### config.mk
export PLATFORM = sky130hd
export DESIGN_NAME = regfile_wb_queue
export DESIGN_NICKNAME = d
export VERILOG_FILES = /design/src/rtl/regfile_wb_queue.sv
export SDC_FILE = /design/constraint.sdc
export NUM_CORES = 1
export LEC_CHECK = 0
export ABC_AREA = 1
export CAP_MARGIN = 30
export CORE_AREA = 3 3 234 167
export DETAILED_ROUTE_END_ITERATION = 7
export DIE_AREA = 0 0 237 170
export SYNTH_ARGS = -nofsm -noshare
export SYNTH_HDL_FRONTEND = slang
export SYNTH_SLANG_ARGS = --single-unit
### constraint.sdc
create_clock -name clk -period 5.5 [get_ports clk]
set_clock_uncertainty 0.2 [all_clocks]
set_input_delay 1.1 -clock clk [delete_from_list [all_inputs] [get_ports clk]]
set_output_delay 1.1 -clock clk [all_outputs]
set_load 0.005 [all_outputs]
### src/rtl/regfile_wb_queue.sv
// Write-back queue in front of the register file write port.
// Optional build macro WBQ_COALESCE_EN merges pushes to pending addresses.
module regfile_wb_queue #(
  parameter int WIDTH = 32,
  parameter int N     = 32,
  parameter int DEPTH = 4,
  localparam int AW   = $clog2(N),
  localparam int PW   = $clog2(DEPTH),
  localparam int CW   = $clog2(DEPTH + 1)
) (
  input  logic             clk,
  input  logic             rst,
  input  logic             in_valid,
  output logic             in_ready,
  input  logic [AW-1:0]    in_addr,
  input  logic [WIDTH-1:0] in_data,
  input  logic             drain_stall,
  output logic             W_en,
  output logic [AW-1:0]    W_addr,
  output logic [WIDTH-1:0] W_data,
  input  logic [AW-1:0]    lookup_addr,
  output logic             lookup_hit,
  output logic [WIDTH-1:0] lookup_data,
  output logic [CW-1:0]    count,
  output logic             empty,
  output logic             full
);

  logic [AW-1:0]    q_addr [DEPTH];
  logic [WIDTH-1:0] q_data [DEPTH];
  logic [DEPTH-1:0] q_valid;
  logic [PW-1:0]    head;
  logic [PW-1:0]    tail;
  logic [CW-1:0]    cnt;

  logic push;
  logic alloc;
  logic pop;

  assign count  = cnt;
  assign empty  = (cnt == '0);
  assign full   = (cnt == CW'(DEPTH));
  assign W_en   = !empty && !drain_stall;
  assign W_addr = q_addr[head];
  assign W_data = q_data[head];
  assign pop    = W_en;
  assign push   = in_valid && in_ready;

`ifdef WBQ_COALESCE_EN
  logic          coal_hit;
  logic [PW-1:0] coal_idx;

  // find a pending entry with the pushed address, skipping a draining head
  always_comb begin
    coal_hit = 1'b0;
    coal_idx = '0;
    for (int i = 0; i < DEPTH; i++) begin
      if (q_valid[i] && (q_addr[i] == in_addr) &&
          !((PW'(i) == head) && W_en)) begin
        coal_hit = 1'b1;
        coal_idx = PW'(i);
      end
    end
  end

  assign in_ready = !full || coal_hit;
  assign alloc    = push && !coal_hit;
`else
  assign in_ready = !full;
  assign alloc    = push;
`endif

  // lookup walks oldest to youngest so the youngest match wins
  always_comb begin
    logic [PW-1:0] idx;
    lookup_hit  = 1'b0;
    lookup_data = '0;
    idx         = head;
    for (int k = 0; k < DEPTH; k++) begin
      idx = head + PW'(k);
      if (q_valid[idx] && (q_addr[idx] == lookup_addr)) begin
        lookup_hit  = 1'b1;
        lookup_data = q_data[idx];
      end
    end
  end

  // entry storage, pointers and valid bits
  always_ff @(posedge clk or posedge rst) begin
    if (rst) begin
      head    <= '0;
      tail    <= '0;
      q_valid <= '0;
      for (int i = 0; i < DEPTH; i++) begin
        q_addr[i] <= '0;
        q_data[i] <= '0;
      end
    end else begin
      if (pop) begin
        q_valid[head] <= 1'b0;
        head          <= head + PW'(1);
      end
      if (alloc) begin
        q_addr[tail]  <= in_addr;
        q_data[tail]  <= in_data;
        q_valid[tail] <= 1'b1;
        tail          <= tail + PW'(1);
      end
`ifdef WBQ_COALESCE_EN
      if (push && coal_hit) begin
        q_data[coal_idx] <= in_data;
      end
`endif
    end
  end

  // occupancy counter: allocation adds, drain removes
  always_ff @(posedge clk or posedge rst) begin
    if (rst) begin
      cnt <= '0;
    end else begin
      case ({alloc, pop})
        2'b10:   cnt <= cnt + CW'(1);
        2'b01:   cnt <= cnt - CW'(1);
        default: cnt <= cnt;
      endcase
    end
  end

endmodule

==> impl_metrics.yaml, run 1 <==
clock_network:
  clock_latency_ns: 0.43
  clk_path_buf_depth: 2
  cts_tree: "built"
  clkSinkCount: 159
  clkTransAtPathRegs_ns: 0.06
  holdBufCountCts: 0
  cts-root-buf: "clkbuf_16"
  cts_made_buffers: 17
  htreeDepth: 4
grt:
  grt_usage_pct: 17.32
  grt_pass1_vias: 10360
  grt_pass1_wl_um: 56160
  gr-total-overflow: 0
  grt_max_degree: 160
  grt_antenna_before_repair: 0
critical_path:
  critPathMostFrequentCell: "nand2_1"
  worstSetupEndpointType: "output port"
  cp_data_arrival_time_ns: 4.03
  slowest_delay_ns: 0.55
  cp_num_buf_inv: 4
  crit_slowest_cell: "clkdlybuf4s50_1"
  cp_max_fo: 14
  path_class: "in -> out"
  rr_worst_depth: 6
  crit_family: "buffers and inverters"
  cp_data_required_time_ns: 4.20
  rrSetupSlack_ns: 3.14
  cp-start-kind: "input port"
  timing.rr.start: "count[0]"
  crit_path_cell_trace: "clkdlybuf4s50_1 > inv_1 > nand3_1 > nand2_1 > nor2_1 > nand2_1 > nor2_4 > buf_4 > nor2_1 > nand2_1 > nand2_1 > nand2_1 > clkdlybuf4s50_1"
  r2r-end: "q_data[6]"
floorplan:
  num_rows: 59
  ios: 123
  dieHeight_um: 170
  fp.dieW_um: 237
  dieArea_sq_mm: 0.04029
  initial_core_util_pct: 29.88
  core_area_sq_mm: 0.03698
min_path:
  min_from: "q_valid[2]"
  hp-class: "reg -> reg"
  holdPathEnd: "q_valid[2]"
  min_path_cells: 2
synthesis:
  ys_top_cells_by_count: "577 x nand2_1, 331 x o21ai_0, 196 x nor2_1"
  syn_inst: 1737
  yosysSeqAreaShare_pct: 36.01
  ys_top_cells_by_area: "dfrtp_1 36%, nand2_1 20%, o21ai_0 15%"
  avgSynthCellArea_sq_um: 6.361
  synthFlopType: "dfrtp_1"
  async_flop_share_pct: 100.0
  synth_edf_count: 0
  yosys_warnings: 0
  synth.most_common_cell: "nand2_1"
  synth_area_sq_mm: 0.01105
  yosys.area.top_type_share_pct: 36.01
  yosys.area.top_type: "dfrtp_1"
  ys_types: 32
  synthesis.nets: 1793
  ys_ff_latch: 159
detailed_routing:
  ant_nets: 0
  drc_errors: 0
  viasPerCell: 4.882
  drt-pass1-iter-count: 5
  drtIter0Drc: 930
  vias: 11130
  drt_wl_total_um: 34800
  post_drt_wl_per_cell_um: 15.27
layout:
  multi_input_area_sq_mm: 0.005901
  seq_area_sq_mm: 0.003984
  nNetsFinal: 1834
  area_growth_pct: 18.63
  fillers: 3967
  diodes: 0
  drive_gt1_share_pct: 4.020
timing:
  rsz0062_at_grt: "false"
  setup_viol: 0
  hold_viol_final: 0
  drv_slew: 0
  tightest_slew_ns: 0.9633
  slew_headroom_pct: 35.78
  period_share_pct: 96.89
  max_freq_ghz: 0.1877
  tns_ns: 0
  period_minus_slack_ns: 5.329
run_status:
  status: "completed"
run:
  maxCapViolCount: 0
placement:
  routabilityCongestion: 0.8216
  io_buffers: 122
  hpwl_um: 21580
power_and_ir_drop:
  fin_total_pwr_w: 0.008928
  leakagePower_nw: 6.435
  peakVddDrop_uv: 570.4
  powerDensity_mw_per_mm2: 681.1
-- metrics by stage --
step | instance area, sq um | hold WS [ns] | cells | setup slack [ns] | utilization [%]
2_1_floorplan | 11050 | 0.2415 | 1737 | 1.494 | -
3_3_place_gp | 12480 | 0.2624 | 2246 | 0.2361 | 33.75
3_5_place_dp | 12480 | 0.2600 | 2246 | 0.2255 | 33.75
4_1_cts | 13090 | 0.2757 | 2278 | 0.1233 | 35.40
5_1_grt | 13110 | 0.3109 | 2279 | 0.03446 | 35.44
6_report | 13110 | 0.2714 | 2279 | 0.1710 | 35.44
-- worst register-to-register path, cell delays in order, from the launching register on --
cell and delay [ns]:
dfrtp_1 0.43, nor3_1 0.26, inv_1 0.08, nand2_1 0.15, inv_2 0.13, nand2_4 0.69
o21ai_0 0.25
-- where the power goes --
group	total (W)	internal (W)	switching, W
clock	0.00126	0.000768	0.000494
combinational	0.00555	0.00209	0.00346
sequential	0.00212	0.00172	0.000399
-- metal layers --
metal | part of all wire [%] | vias up | GRT usage [%]
met2 | 42 | 416 | 26.66
met4 | 1.2 | 0 | 4.098
li1 | - | 5584 | -
met3 | 7.8 | 29 | 3.451
met5 | 0 | - | 0
met1 | 49 | 5098 | 25.02
-- repair_timing --
action	CTS	global route
resized for setup	0	1
setup endpoints to repair	0	33
endpoints found under the hold margin	0	0
setup buffers	0	1
-- cell families after synthesis --
| group | count (synthesis) | synth area share, % |
|---|---|---|
| buffers and inverters | 273 | 11.00 |
| XOR/XNOR | 7 | 0.5549 |
| multiplexers | 28 | 2.537 |
| AO/OA/AOI/OAI | 388 | 17.67 |
| flip-flops | 159 | 36.01 |
| adder cells (fa/ha/maj) | 10 | 1.200 |
| AND/OR/NAND/NOR | 872 | 31.04 |
-- layout by cell type, fill, tap and decap left out, types with 2 or more instances in the layout --
master / count
clkbuf_16: 17
bufinv_16: 4
clkinv_2: 7
buf_4: 13
nand2_4: 4
nand3_2: 2
inv_2: 3
o21ai_0: 331
mux2i_1: 28
clkinvlp_4: 2
nor2_4: 3
nand2_1: 573
clkbuf_1: 2
inv_1: 149
xor2_1: 6
ha_1: 8
nor3_1: 2
buf_12: 4
dfrtp_1: 157
nor2_1: 195
nand3_1: 85
o21ai_1: 52
clkdlybuf4s50_1: 122
a21oi_1: 3
nor2_2: 2
-- registers in the layout, summed over array words and instances, names as in the netlist --
register	cells
head	2
q_valid	4
q_data	128
tail	2
q_addr	20
count	3
-- worst max path at each step --
stage                         startpoint               to  cells after the start
after CTS                        head[0]  lookup_data[29]                     14
after global routing      lookup_addr[0]  lookup_data[23]                     13
after detailed placement  lookup_addr[0]  lookup_data[21]                     13
after global placement    lookup_addr[0]  lookup_data[17]                     13
after floorplan                  head[1]  lookup_data[27]                     16
final                     lookup_addr[0]  lookup_data[21]                     13
-- layout make-up --
cell class                      instances  area share (%)
Clock buffer                           20           3.408
Clock inverter                         12           1.270
Inverter                              155           4.496
Multi-Input combinational cell       1305           45.02
Sequential cell                       159           30.39
Tap cell                              488           4.658
Timing Repair Buffer                  140           10.76
(Power assumes the default switching activity.)
==> run 2: changes to the inputs <==
Settings changed: CORE_AREA 3 3 234 167 to 3 3 179 128, DIE_AREA 0 0 237 170 to 0 0 182 131, PLACE_DENSITY set to 0.77, SLEW_MARGIN set to 10.
==> impl_metrics.yaml, run 2 (same netlist as run 1, synthesis figures left out) <==
run_status:
  status: "completed"
critical_path:
  cp-start-kind: "flop"
  worstSetupEndpointType: "output port"
  rr_worst_depth: 8
  r2r-end: "q_data[103]"
  timing.rr.start: "count[0]"
  cp_data_arrival_time_ns: 3.90
  rrSetupSlack_ns: 2.87
  cp_data_required_time_ns: 4.20
  cp_max_fo: 56
  path_class: "reg -> out"
timing:
  tns_ns: 0
  period_share_pct: 94.59
  rsz0062_at_grt: "false"
  tightest_slew_ns: 0.8817
  setup_viol: 0
  max_freq_ghz: 0.1922
  period_minus_slack_ns: 5.202
  slew_headroom_pct: 41.22
  drv_slew: 0
  hold_viol_final: 0
placement:
  placed_cell_area_sq_mm: 0.01226
  routabilityCongestion: 0.8553
  hpwl_um: 19460
  io_buffers: 122
  dp.cells: 2045
grt:
  gr-total-overflow: 0
  gr-usage-met3_pct: 5.506
  grt_use_met2_pct: 39.86
  grt_antenna_before_repair: 0
  grt_usage_pct: 25.81
  grt_max_degree: 103
  top_usage_layer: "met2"
  grt_pass1_vias: 9986
  grtUsageMet1_pct: 37.59
  grt_pass1_wl_um: 50260
layout:
  largest_register: "q_data"
  final_cell_area_sq_mm: 0.01290
  post-route-util_pct: 59.97
  finalNonFillerCells: 2078
  area_growth_pct: 16.74
  layout_commonest_cell: "nand2_1"
  largest_register_ffs: 128
  nNetsFinal: 1839
  diodes: 0
  layout_common_cells: "573 x nand2_1, 331 x o21ai_0, 195 x nor2_1"
  drive_gt1_share_pct: 4.287
  top_regs: "q_data: 128 flops, q_addr: 20 flops, q_valid: 4 flops"
floorplan:
  core_area_sq_mm: 0.02151
  num_rows: 45
  dieHeight_um: 131
  ios: 123
  initial_core_util_pct: 51.37
  dieArea_sq_mm: 0.02384
  fp.dieW_um: 182
clock_network:
  clkSinkCount: 159
  postCtsSetupRepairBufs: 0
  clk_path_buf_depth: 2
  cts-root-buf: "clkbuf_16"
  clkTransAtPathRegs_ns: 0.06
  cts_made_buffers: 17
  clock_latency_ns: 0.43
  cts_tree: "built"
  htreeDepth: 4
detailed_routing:
  drtIter0Drc: 1188
  viasPerCell: 5.354
  drt-pass1-iter-count: 8
  ant_nets: 0
  drc_errors: 0
  vias: 11130
  post_drt_wl_per_cell_um: 14.72
  drt_wl_total_um: 30580
min_path:
  hp-class: "reg -> reg"
  holdPathEnd: "q_data[114]"
  min_path_cells: 2
  min_from: "q_data[114]"
power_and_ir_drop:
  peakVddDrop_uv: 467.6
  powerDensity_mw_per_mm2: 681.8
  leakagePower_nw: 6.430
  fin_total_pwr_w: 0.008795
run:
  maxCapViolCount: 0
## run 2: cell count changes in the layout (fill, tap and decap cells not counted), sizes merged
cell / delta
bufinv: -1
clkinvlp: +2
inv: +1
clkinv: -2
buf: +5
## run 2: worst max-delay path by stage
| stage | from | to | cells after the start |
|---|---|---|---|
| floorplan | head[1] | lookup_data[27] | 16 |
| global placement | lookup_addr[0] | lookup_data[0] | 13 |
| detailed placement | lookup_addr[0] | lookup_data[5] | 13 |
| CTS | head[0] | lookup_data[7] | 11 |
| global route | head[0] | lookup_data[26] | 12 |
| finish | head[0] | lookup_data[26] | 12 |
## run 2: metal layers
| metal | wire, um | up-vias |
|---|---|---|
| li1 | - | 5581 |
| met1 | 14320 | 5053 |
| met2 | 13000 | 461 |
| met3 | 2877 | 31 |
| met4 | 391 | 0 |
| met5 | 0 | - |
## run 2: critical path, stage by stage, from the launching register on
cell	delay (ns)
dfrtp_4	0.65
inv_4	0.04
ha_1	0.32
inv_2	0.44
buf_4	0.74
mux2i_1	0.27
inv_1	0.06
nor2_1	0.10
nor2_1	0.05
nand2_1	0.08
nand2_1	0.06
nand2_1	0.07
clkdlybuf4s50_1	0.56
## run 2: timing repair
item / CTS / global route
hold buffers: 0 / 0
resized for setup: 0 / 1
setup endpoints to repair: 0 / 13
endpoints found under the hold margin: 0 / 0
## run 2: final cells by class
| type | instances | area [sq um] |
|---|---|---|
| fillers | 1991 | 8610 |
| multi-input cells | 1305 | 5883 |
| flip-flops and latches | 159 | 3984 |
| repair buffers | 145 | 1473 |
| inverters | 155 | 588.1 |
| clock buffers | 20 | 456.7 |
| well taps | 282 | 352.8 |
| clock inverters | 12 | 161.4 |
## run 2: stage by stage
step	setup WS (ns)	hold slack [ns]
CTS	0.2703	0.2890
global route	0.03430	0.3071
global placement	0.6329	0.2587
finish	0.2976	0.2845
floorplan	1.494	0.2415
detailed placement	0.6132	0.2608
## run 2: where the power goes
| part | leakage [nW] | switching [W] | internal [W] |
|---|---|---|---|
| logic | 4.15 | 0.00335 | 0.00208 |
| clock network | 0.292 | 0.000508 | 0.000741 |
| registers | 1.99 | 0.000398 | 0.00172 |
| total | 6.43 | 0.00426 | 0.00454 |
